### src/rtl/deep_sump_capture_ctrl_pkg.sv
// deep_sump_capture_ctrl_pkg: shared state encoding and packing order for the Deep Sump capture path
package deep_sump_capture_ctrl_pkg;
  typedef enum logic [1:0] {
    ST_IDLE  = 2'd0,
    ST_ARMED = 2'd1,
    ST_POST  = 2'd2,
    ST_DONE  = 2'd3
  } state_e;
  // First sample of a word lands in the high DWORD, matching HyperRAM DWORD-1 first.
  localparam logic PACK_FIRST_HI = 1'b1;
endpackage

### src/rtl/deep_sump_capture_ctrl_if.sv
// deep_sump_capture_ctrl_if: write port and overrun flag between the capture sequencer and deep memory
interface deep_sump_capture_ctrl_if #(parameter int depth_bits = 16);
  logic                  a_we;
  logic [depth_bits-1:0] a_addr;
  logic [63:0]           a_di;
  logic                  a_overrun;
  modport master (output a_we, a_addr, a_di, input a_overrun);
  modport slave  (input a_we, a_addr, a_di, output a_overrun);
endinterface

### src/rtl/deep_sump_capture_ctrl_packer.sv
// deep_sump_capture_ctrl_packer: packs 32-bit samples into 64-bit words and strobes each completed word
module deep_sump_capture_ctrl_packer
  import deep_sump_capture_ctrl_pkg::*;
(
  input  logic        a_clk,
  input  logic        reset,
  input  logic        clear,
  input  logic        en,
  input  logic [31:0] sample_d,
  output logic        fire,
  output logic        we_q,
  output logic [63:0] di_q
);
  logic        phase_q, phase_d, we_d, lo;
  logic [63:0] di_d;
  assign fire = en & phase_q;
  assign lo   = phase_q ^ ~PACK_FIRST_HI;
  // next phase, word strobe and the half of the word this sample fills
  always_comb begin
    phase_d = clear ? 1'b0 : phase_q ^ en;
    we_d    = fire;
    di_d    = !en ? di_q : lo ? {di_q[63:32], sample_d} : {sample_d, di_q[31:0]};
  end
  // packing registers
  always_ff @(posedge a_clk) begin
    if (reset) begin
      phase_q <= 1'b0;
      we_q    <= 1'b0;
      di_q    <= '0;
    end else begin
      phase_q <= phase_d;
      we_q    <= we_d;
      di_q    <= di_d;
    end
  end
endmodule

### src/rtl/deep_sump_capture_ctrl.sv
// deep_sump_capture_ctrl: arm/trigger/post-trigger sequencer writing packed samples into a circular buffer
module deep_sump_capture_ctrl
  import deep_sump_capture_ctrl_pkg::*;
#(
  parameter int depth_bits = 16
) (
  input  logic                  a_clk,
  input  logic                  reset,
  input  logic                  arm,
  input  logic [depth_bits-1:0] post_trig_len,
  input  logic                  sample_en,
  input  logic [31:0]           sample_d,
  input  logic                  trigger,
  deep_sump_capture_ctrl_if.master mem,
  output logic                  armed,
  output logic                  triggered,
  output logic                  done,
  output logic                  wrapped,
  output logic                  overrun_err,
  output logic [depth_bits-1:0] trig_ptr
);
  typedef logic [depth_bits-1:0] ptr_t;
  state_e state_q, state_d;
  ptr_t   wr_ptr_q, wr_ptr_d, post_cnt_q, post_cnt_d, len_q, len_d;
  ptr_t   trig_ptr_q, trig_ptr_d, a_addr_q, a_addr_d, cnt_cur;
  logic   armed_q, armed_d, triggered_q, triggered_d, done_q, done_d;
  logic   wrapped_q, wrapped_d, overrun_q, overrun_d;
  logic   capturing, en, fire, trig_hit, in_post;
  logic   we_q;
  logic [63:0] di_q;
  // arm beats any coincident sample, so that sample never reaches the packer
  assign capturing = (state_q == ST_ARMED) || (state_q == ST_POST);
  assign en        = sample_en & capturing & ~arm;
  assign trig_hit  = en & trigger & (state_q == ST_ARMED);
  // a trigger sample already counts as the post phase, with the current word as count 0
  assign in_post   = trig_hit | (state_q == ST_POST);
  assign cnt_cur   = (state_q == ST_POST) ? post_cnt_q : '0;
  deep_sump_capture_ctrl_packer u_packer (
    .a_clk    (a_clk),
    .reset    (reset),
    .clear    (arm),
    .en       (en),
    .sample_d (sample_d),
    .fire     (fire),
    .we_q     (we_q),
    .di_q     (di_q)
  );
  assign mem.a_we    = we_q;
  assign mem.a_di    = di_q;
  assign mem.a_addr  = a_addr_q;
  assign armed       = armed_q;
  assign triggered   = triggered_q;
  assign done        = done_q;
  assign wrapped     = wrapped_q;
  assign overrun_err = overrun_q;
  assign trig_ptr    = trig_ptr_q;
  // sequencing, pointers and sticky flags; arm restarts everything
  always_comb begin
    state_d     = arm ? ST_ARMED
                : (in_post & fire) ? ((cnt_cur == len_q) ? ST_DONE : ST_POST)
                : trig_hit ? ST_POST : state_q;
    post_cnt_d  = arm ? '0 : (in_post & fire) ? cnt_cur + ptr_t'(1) : trig_hit ? '0 : post_cnt_q;
    len_d       = arm ? post_trig_len : len_q;
    wr_ptr_d    = arm ? '0 : fire ? wr_ptr_q + ptr_t'(1) : wr_ptr_q;
    wrapped_d   = ~arm & (wrapped_q | (fire & (&wr_ptr_q)));
    overrun_d   = ~arm & (overrun_q | (mem.a_overrun & capturing));
    trig_ptr_d  = arm ? '0 : trig_hit ? wr_ptr_q : trig_ptr_q;
    a_addr_d    = fire ? wr_ptr_q : a_addr_q;
    armed_d     = state_d == ST_ARMED;
    triggered_d = (state_d == ST_POST) || (state_d == ST_DONE);
    done_d      = state_d == ST_DONE;
  end
  // state and registered outputs
  always_ff @(posedge a_clk) begin
    if (reset) begin
      state_q     <= ST_IDLE;
      post_cnt_q  <= '0;
      len_q       <= '0;
      wr_ptr_q    <= '0;
      wrapped_q   <= 1'b0;
      overrun_q   <= 1'b0;
      trig_ptr_q  <= '0;
      a_addr_q    <= '0;
      armed_q     <= 1'b0;
      triggered_q <= 1'b0;
      done_q      <= 1'b0;
    end else begin
      state_q     <= state_d;
      post_cnt_q  <= post_cnt_d;
      len_q       <= len_d;
      wr_ptr_q    <= wr_ptr_d;
      wrapped_q   <= wrapped_d;
      overrun_q   <= overrun_d;
      trig_ptr_q  <= trig_ptr_d;
      a_addr_q    <= a_addr_d;
      armed_q     <= armed_d;
      triggered_q <= triggered_d;
      done_q      <= done_d;
    end
  end
endmodule

### src/flat_wrapper.sv
// flat-port wrapper written by rule: the top's interface ports become plain ports
module deep_sump_capture_ctrl_flat import deep_sump_capture_ctrl_pkg::*;
#(
  parameter int depth_bits = 16
)
  (a_clk, reset, arm, post_trig_len, sample_en, sample_d, trigger, armed, triggered, done, wrapped, overrun_err, trig_ptr, mem_a_we, mem_a_addr, mem_a_di, mem_a_overrun);
  deep_sump_capture_ctrl_if #(.depth_bits(depth_bits)) mem_i ();
  input  logic a_clk;
  input  logic reset;
  input  logic arm;
  input  logic [depth_bits-1:0] post_trig_len;
  input  logic sample_en;
  input  logic [31:0] sample_d;
  input  logic trigger;
  output logic armed;
  output logic triggered;
  output logic done;
  output logic wrapped;
  output logic overrun_err;
  output logic [depth_bits-1:0] trig_ptr;
  output wire logic [$bits(mem_i.a_we)-1:0] mem_a_we;
  output wire logic [$bits(mem_i.a_addr)-1:0] mem_a_addr;
  output wire logic [$bits(mem_i.a_di)-1:0] mem_a_di;
  input wire logic [$bits(mem_i.a_overrun)-1:0] mem_a_overrun;
  assign mem_a_we = mem_i.a_we;
  assign mem_a_addr = mem_i.a_addr;
  assign mem_a_di = mem_i.a_di;
  assign mem_i.a_overrun = mem_a_overrun;
  deep_sump_capture_ctrl #(.depth_bits(depth_bits)) u_core (.a_clk(a_clk), .reset(reset), .arm(arm), .post_trig_len(post_trig_len), .sample_en(sample_en), .sample_d(sample_d), .trigger(trigger), .mem(mem_i), .armed(armed), .triggered(triggered), .done(done), .wrapped(wrapped), .overrun_err(overrun_err), .trig_ptr(trig_ptr));
endmodule
### config.mk
export PLATFORM = sky130hd
export DESIGN_NAME = deep_sump_capture_ctrl_flat
export DESIGN_NICKNAME = d
export VERILOG_FILES = /design/src/rtl/deep_sump_capture_ctrl_pkg.sv /design/src/rtl/deep_sump_capture_ctrl_if.sv /design/src/rtl/deep_sump_capture_ctrl_packer.sv /design/src/rtl/deep_sump_capture_ctrl.sv /design/src/flat_wrapper.sv
export SDC_FILE = /design/constraint.sdc
export NUM_CORES = 1
export LEC_CHECK = 0
export ABC_AREA = 1
export CORE_UTILIZATION = 49
export CTS_CLUSTER_SIZE = 24
export DETAILED_ROUTE_END_ITERATION = 16
export PLACE_DENSITY = 0.77
export SLEW_MARGIN = 20
export SYNTH_ARGS = -nofsm -noshare
export SYNTH_HDL_FRONTEND = slang
export SYNTH_SLANG_ARGS = --single-unit
### constraint.sdc
create_clock -name a_clk -period 2.4 [get_ports a_clk]
set_input_delay 0.48 -clock a_clk [delete_from_list [all_inputs] [get_ports a_clk]]
set_output_delay 0.48 -clock a_clk [all_outputs]
set_load 0.01 [all_outputs]
==> impl_metrics.py <==
metrics = {
    "logic_synthesis": {
        "ys.flop_type": "dfxtp_1",
        "synth_top_area_share_pct": 49.38,
        "synth_most_common_cell": "nor2_1",
        "ys_warn_count": 0,
        "syn_area_mm2": 0.006202,
        "synth_seq_cells": 153,
        "synth.distinct_cells": 31,
        "syn_nets": 909,
        "postSynthAreaPerCell_um2": 7.305,
        "synth_commonest_cells": "182 x nor2_1, 153 x dfxtp_1, 125 x nand2_1",
        "synth_top_area_cell": "dfxtp_1",
        "ys_async_sr_fraction_pct": 0,
        "synthCells": 849,
        "yosys-top-cells-area": "dfxtp_1 49%, nor2_1 11%, o21ai_0 9.3%, nand2_1 7.6%, a21oi_1 5.8%",
        "ys_seq_area_share_pct": 49.38,
        "synth_edf_count": 0,
    },
    "cts": {
        "cts_buffers": 17,
        "htreeDepth": 4,
        "cts_resized": 0,
        "cts_buffer_depth": 2,
        "cts_tree": "yes",
        "clock_sinks": 153,
        "post_cts_buffers": 0,
        "clk-insertion-delay-late_ns": 0.42,
        "cts-root-buf": "clkbuf_16",
        "clkTransAtPathRegs_ns": 0.06,
        "ctsHoldBuffers": 0,
    },
    "floorplan": {
        "fp.dieH_um": 114.5,
        "rows": 40,
        "die_w_um": 114.5,
        "io_pins": 156,
        "start_util_pct": 51.00,
        "die_area_mm2": 0.01311,
        "core_mm2": 0.01216,
    },
    "place": {
        "port_buffers": 155,
        "dp_hpwl_um": 11190,
        "place_congestion": 0.9110,
        "place_ws_ns": -0.01318,
    },
    "hold_path": {
        "min_path_cells": 2,
        "hold_path_class": "register to register",
    },
    "worst_setup_path": {
        "cp_slowest_cell": "dfxtp_1",
        "slowest_delay_ns": 0.36,
        "critPathKind": "register to register",
        "cp_max_fo": 5,
        "crit_path_frequent_cell": "nor2_1",
        "arrival_ns": 2.53,
        "cp_data_required_time_ns": 2.74,
        "worst_r2r_path_depth": 13,
        "critPathLaunchType": "register",
        "crit_chain": "inv_1 > ha_1 > inv_1 > nand2_1 > nor2_2 > ha_2 > buf_4 > inv_2 > nor2_1 > nand4_1 > nor2_1 > nor2_1 > nor3_1",
        "end_kind": "register",
    },
    "route": {
        "wl_per_cell_um": 14.00,
        "first_pass_iters": 5,
        "drc": 0,
        "ant_nets": 0,
        "wl_um": 16600,
        "vias": 6041,
        "vias_per_cell": 5.098,
        "drtIter0Drc": 444,
    },
    "sta": {
        "setup_violations": 0,
        "rsz0062_at_grt": "false",
        "finalHoldViolations": 0,
        "finClkSkew_ns": 0.006835,
        "worst_slack_ns": 0.2059,
        "maxSlewHeadroom_pct": 62.16,
        "finalMaxSlewViolations": 0,
        "period_share_pct": 91.42,
        "max_freq_mhz": 455.8,
        "period_needed_ns": 2.194,
        "tightest_slew_ns": 0.5670,
    },
    "final_layout": {
        "area_delta_synth_final_pct": 38.89,
        "drive_gt1_share_pct": 8.161,
        "fin_nets": 1064,
        "final_core_util_pct": 70.83,
        "diodes": 0,
    },
    "global_routing": {
        "grt_pass1_wl_um": 27100,
        "first_global_vias": 5535,
        "grt_usage_pct": 26.45,
        "antenna_found_initial": 0,
        "grt_max_degree": 56,
        "grt_overflow": 0,
    },
    "power_and_ir_drop": {
        "leakagePower_nw": 3.540,
        "power_density_mw_per_mm2": 676.7,
        "irDropWorstVdd_uv": 529.2,
    },
    "run": {
        "drv_cap": 0,
    },
    "run_status": {
        "outcome": "finished, final reports clean",
    },
}
## sequential cells by signal, indices dropped and copies added (netlist names)
name,flops
u_core.armed,1
u_core.done,1
u_core.len_q,16
u_core.mem.a_addr,16
u_core.overrun_err,1
u_core.post_cnt_q,16
u_core.state_q,2
u_core.trig_ptr,16
u_core.triggered,1
u_core.u_packer.di_q,64
u_core.u_packer.lo,1
u_core.u_packer.we_q,1
u_core.wr_ptr_q,16
u_core.wrapped,1
## worst max-delay path: cells and delay by family (launching register included)
family                   cells  cell delay (ns)
AND/OR/NAND/NOR              7             0.90
adder cells (fa/ha/maj)      2             0.53
flip-flops                   1             0.36
buffers and inverters        4             0.32
## metal layers
metal / GRT usage, % / vias up / share of wire, %
met3: 10.85 / 12 / 9.2
met2: 40.93 / 217 / 44
met5: 0 / - / 0
met1: 34.00 / 2752 / 45
li1: - / 3060 / -
met4: 7.186 / 0 / 0.81
## layout by cell type, fill, tap and decap left out, types with 9 or more instances in the layout
| cell | count |
|---|---|
| nor3_1 | 10 |
| clkdlybuf4s50_1 | 155 |
| clkbuf_16 | 17 |
| buf_4 | 22 |
| nand3_1 | 35 |
| inv_1 | 61 |
| nand2_2 | 9 |
| a21oi_1 | 72 |
| nor2_1 | 181 |
| nand2_1 | 125 |
| dfxtp_1 | 153 |
| o21ai_0 | 115 |
## through the flow
stage	power [mW]	hold WS (ns)	cells	TNS (ns)	area (µm²)
floorplan	2.816	0.4441	849	0	6202
global placement	3.022	0.4451	1153	0	7984
detailed placement	3.025	0.4530	1153	-0.01318	7984
CTS	5.859	0.4626	1185	0	8612
global route	6.016	0.4876	1185	0	8615
finish	5.830	0.4621	1185	0	8615
## final timing paths
path	from	end	slack (ns)
setup / recovery	u_core.state_q[0]$_SDFF_PP0_	u_core.wr_ptr_q[13]$_SDFFE_PP0P_	0.21
setup reg to reg	u_core.state_q[0]$_SDFF_PP0_	u_core.wr_ptr_q[13]$_SDFFE_PP0P_	0.21
hold reg to reg	u_core.trig_ptr[5]$_SDFFE_PP0P_	u_core.trig_ptr[5]$_SDFFE_PP0P_	0.46
hold / removal	u_core.trig_ptr[5]$_SDFFE_PP0P_	u_core.trig_ptr[5]$_SDFFE_PP0P_	0.46
## report_power, final
group	total, mW	internal (mW)	leakage [nW]	switching, mW
registers	2.61	2.59	1.24	0.0227
logic	0.360	0.186	2.00	0.174
clock network	2.86	1.79	0.302	1.07
total	5.83	4.57	3.54	1.26
## cell type report
cell class | instances | area (µm²)
clock buffers | 20 | 456.7
repair buffers | 179 | 1757
multi-input cells | 585 | 2701
fillers | 1007 | 3547
flip-flops and latches | 153 | 3063
clock inverters | 12 | 171.4
well taps | 168 | 210.2
inverters | 68 | 255.2
## logic make-up (layout without fill, tap and decap cells)
group                      count (synthesis)  count (layout)  share of synthesized area (%)
AOI/OAI and AO/OA                        195             195                          16.04
xor gates and xnor gates                   5               5                         0.7060
adders and majority gates                  6               6                          1.210
buffers and inverters                    111             279                          7.141
DFF                                      153             153                          49.38
and+or+nand+nor                          379             379                          25.52
Power figures use the tool's default switching activity.
==> variant 1 (same flow settings) <==
`depth_bits` is set to 16 in 3 places; all go to 32.
--- a/src/rtl/deep_sump_capture_ctrl_if.sv
+++ b/src/rtl/deep_sump_capture_ctrl_if.sv
@@ -1,5 +1,5 @@
 // deep_sump_capture_ctrl_if: write port and overrun flag between the capture sequencer and deep memory
-interface deep_sump_capture_ctrl_if #(parameter int depth_bits = 16);
+interface deep_sump_capture_ctrl_if #(parameter int depth_bits = 32);
   logic                  a_we;
   logic [depth_bits-1:0] a_addr;
   logic [63:0]           a_di;
--- a/src/rtl/deep_sump_capture_ctrl.sv
+++ b/src/rtl/deep_sump_capture_ctrl.sv
@@ -2,7 +2,7 @@
 module deep_sump_capture_ctrl
   import deep_sump_capture_ctrl_pkg::*;
 #(
-  parameter int depth_bits = 16
+  parameter int depth_bits = 32
 ) (
   input  logic                  a_clk,
   input  logic                  reset,
--- a/src/flat_wrapper.sv
+++ b/src/flat_wrapper.sv
@@ -1,7 +1,7 @@
 // flat-port wrapper written by rule: the top's interface ports become plain ports
 module deep_sump_capture_ctrl_flat import deep_sump_capture_ctrl_pkg::*;
 #(
-  parameter int depth_bits = 16
+  parameter int depth_bits = 32
 )
   (a_clk, reset, arm, post_trig_len, sample_en, sample_d, trigger, armed, triggered, done, wrapped, overrun_err, trig_ptr, mem_a_we, mem_a_addr, mem_a_di, mem_a_overrun);
   deep_sump_capture_ctrl_if #(.depth_bits(depth_bits)) mem_i ();
Interface: changed (resized mem_a_addr, post_trig_len and trig_ptr); port bits go from 156 to 204. No check against the original RTL was run, so the function may have changed too.
==> variant 1 against the unedited design <==
- clock skew grew 1.9 ps
- sequential cell count grew 80
- sequential share of layout area shrank 1.6 points
- synthesized area grew 65%
- routed wire length grew 84%
- design area grew 59%
- count of clock-buffer cells in the layout grew 14
- power grew 47%
- worst setup slack lost 50 ps
- largest cell class is now multi-input combinational cells
- largest power group unchanged
==> variant 1: results (changes against the unedited design) <==
### Run status
- complete, no violations — result of the run, unchanged

### Synth
- 33 — post-synthesis cell type count, was 31
- nand2_1, nor2_1, dfxtp_1 — Post-synth top cells, was nor2_1, dfxtp_1, nand2_1
- 1456 — number of instances in the synthesized netlist, was 849

### Power and ir drop
- 46.3% — portion of total power attributed to sequential cells, was 44.8%
- 5.524 nW — cell leakage power, was 3.540 nW

### GRT
- 28.41% — global-route usage over all layers, was 26.45%
- 86 — maximum number of pins on one net before global-route repair, was 56
- 33.24% — met1 Use GR, was 34.00%

### Worst setup path
- buffers and inverters — critical path's top delay family, was simple AND/OR/NAND/NOR gates
- u_core.wr_ptr_q[28] — endpoint of the worst register-to-register path, was u_core.wr_ptr_q[13]
- 160 ps — minimum setup slack among reg-to-reg paths, was 210 ps
- 2710 ps — arrival time of the worst setup path, was 2530 ps

### Finish
- 1957 — number of non-filler instances in the completed layout, was 1185
- 8.897% — fraction of layout instances using a drive strength above 1, was 8.161%
- 1744 — Post-layout nets, was 1064

### Detailed routing
- 6 — first-pass iteration count of the detailed router, was 5

### STA
- 454.8 ps — final hold slack, was 462.1 ps
- 445.5 MHz — highest achievable clock rate, was 455.8 MHz
- 62.00% — normalized max-slew margin, was 62.16%

### CTS
- 540 ps — insertion delay to the later sink of the worst-skew pair, was 420 ps
- 1 — Max H-tree Level, was 4
- 25 — number of buffers created by CTS, was 17

### Placed design
- 21.71 mm — sum of net half-perimeters after detailed placement, was 11.19 mm
- 203 — buffers added on ports, was 155
- -137.3 ps — Setup WS pre-CTS, was -13.18 ps
- 12790 um2 — post-placement cell area, was 7984 um2
- 1910 — Placed Instances, was 1153

### Hold path
- u_core.wrapped — Hold Path End, was u_core.trig_ptr[5]

[variant 1: changes by cell type in the layout (fill, tap and decap cells not counted), sizes merged, moves of 8 or more]
cell	before	now
nand2	134	271
dfxtp	153	233
inv	69	144
nor2	186	258
a21oi	72	141
o21ai	116	173
nand3	37	88
clkdlybuf4s50	155	203
buf	24	51
clkbuf	20	34
xor2	4	16
nor3	14	24
nand4	6	14
[variant 1: cell type report]
class / instances / area [um2] / share of cell area (%)
well taps: 270 / 337.8 / 2.462
clock buffers: 34 / 709.4 / 5.171
flip-flops and latches: 233 / 4664 / 34.00
multi-input cells: 1009 / 4776 / 34.81
repair buffers: 254 / 2515 / 18.33
inverters: 145 / 544.3 / 3.967
clock inverters: 11 / 170.2 / 1.240
diodes: 1 / 2.502 / 0.01824
[variant 1: cell families after synthesis]
kind of cell | share of synthesized area [%]
flip-flops | 45.56
adder cells (fa/ha/maj) | 0.7333
buffers and inverters | 8.372
AO/OA/AOI/OAI | 15.88
AND/OR/NAND/NOR | 27.91
XOR/XNOR | 1.540
==> variant 2 (same flow settings) <==
Made on the original files. Register the output `triggered` once more, with the module's reset; this adds one clock of latency there. The other outputs are not delayed to match.
--- a/src/rtl/deep_sump_capture_ctrl.sv
+++ b/src/rtl/deep_sump_capture_ctrl.sv
@@ -49,7 +49,13 @@
   assign mem.a_di    = di_q;
   assign mem.a_addr  = a_addr_q;
   assign armed       = armed_q;
-  assign triggered   = triggered_q;
+  always_ff @(posedge a_clk) begin
+    if (reset) begin
+      triggered <= '0;
+    end else begin
+      triggered <= triggered_q;
+    end
+  end
   assign done        = done_q;
   assign wrapped     = wrapped_q;
   assign overrun_err = overrun_q;
Behaviour: not the same (a bounded check fails within 4 cycles, from zero or initial values and one cycle with reset high).
==> variant 2 against the unedited design <==
- count of clock-buffer cells in the layout decreased by 3
- worst setup slack worse by 5.2 ps
- design area about the same
- synthesized area increased by 0.32%
- routed wire length up 1.1%
- synthesized cell count fell by 1.6%
- critical endpoint unchanged
- power is 4.7% lower
- sequential cell count is 1 higher
- largest power group is now sequential cells
==> variant 2: results (changes against the unedited design) <==
### Finish
- 35.79% — sequential share of cell area, was 35.56%
- 9.623% — fraction of layout instances using a drive strength above 1, was 8.161%
- 70.56% — Layout Utilization, was 70.83%
- 568 — multi-input gates, was 585
- 20.88% — non-clock buffering overhead in the final layout, was 20.39%
- 1055 — Post-layout nets, was 1064
- 6.563% — fraction of area in clock buffers and inverters, was 7.291%
- 183 — number of buffers outside the clock class in the layout, was 179
- 2691 um2 — multi-input logic area, was 2701 um2

### Die
- 114.7 um — die span in x, was 114.5 um

### GRT
- 58 — maximum number of pins on one net before global-route repair, was 56
- 5740 — number of global-route vias before repair, was 5535
- 26.75% — global-route usage over all layers, was 26.45%
- 30.60% — met1 Use GR, was 34.00%
- 9.794% — routing usage on met3, was 10.85%
- 27.50 mm — global-route wire length before repair, was 27.10 mm
- 46.22% — met2 track demand over resource in global routing, was 40.93%

### Synth
- dfxtp_1, nor2_1, o21ai_0 — top post-synthesis cells by area, unchanged
- 33 — post-synthesis cell type count, was 31
- nor2_1, dfxtp_1, o21ai_0 — Post-synth top cells, was nor2_1, dfxtp_1, nand2_1

### STA
- 407.0 ps — final hold slack, was 462.1 ps
- 8.377 ps — clk_skew, was 6.835 ps

### Worst setup path
- 4 — highest net fanout along the worst path, was 5

### Detailed routing
- 1.275 mm — detailed route wirelength on metal3, was 1.531 mm
- 8.092 mm — wire length on met2, was 7.380 mm
- 5940 — count of vias placed by the detailed router, was 6041
- 7.104 mm — Met1 Routed Length, was 7.548 mm
- 16.77 mm — wire length after detailed routing, was 16.60 mm
- 495 — drt first-iter violations, was 444

### Placed design
- 0.9077 — final weighted congestion in routability-driven placement, was 0.9110
- 11.70 mm — sum of net half-perimeters after detailed placement, was 11.19 mm
- 8028 um2 — post-placement cell area, was 7984 um2

### Power and ir drop
- 3.560 nW — cell leakage power, was 3.540 nW
- 0.5431 mV — Max VDD drop, was 0.5292 mV

### Run status
- complete, no violations — result of the run, unchanged

==> variant 2: cell count changes in the layout (fill, tap and decap cells not counted), moves of 3 or more <==
| cell | unedited run | this run |
|---|---|---|
| buf_4 | 22 | 25 |
| bufinv_16 | 4 | 1 |
| clkinv_4 | 0 | 3 |
| inv_1 | 61 | 64 |
| nand2_1 | 125 | 112 |
| nand3_1 | 35 | 32 |
| nand3_2 | 2 | 5 |
| nor2_1 | 181 | 174 |
| nor2_4 | 1 | 4 |
| nor3_1 | 10 | 6 |
==> variant 2: report_power, final <==
part | switching, W | internal, W | total (W) | leakage, nW
sequential | 0.0000261 | 0.00261 | 0.00263 | 1.25
clock | 0.00112 | 0.00145 | 0.00257 | 0.278
combinational | 0.000171 | 0.000182 | 0.000354 | 2.03
==> variant 2: logic make-up after synthesis <==
group,share of synthesized area (%)
flip-flops,49.55
adder cells (fa/ha/maj),1.206
AO/OA/AOI/OAI,15.87
XOR/XNOR,0.8446
buffers and inverters,7.480
AND/OR/NAND/NOR,25.06
==> variant 2: path summary, 6_finish.rpt <==
check                     startpoint                  end  depth (start not counted)
setup / recovery   u_core.state_q[0]  u_core.wr_ptr_q[13]                         14
hold reg to reg   u_core.triggered_q     u_core.triggered                          2
setup reg to reg   u_core.state_q[0]  u_core.wr_ptr_q[13]                         14
hold / removal    u_core.triggered_q     u_core.triggered                          2
==> variant 2: stage by stage <==
step / setup TNS (ps) / setup slack [ps] / std cells
after floorplan: 0 / 275.8 / 835
after global placement: -29.94 / -29.94 / 1143
after detailed placement: -159.5 / -80.53 / 1143
after CTS: 0 / 83.56 / 1175
after global routing: 0 / 13.65 / 1176
final: 0 / 200.7 / 1176
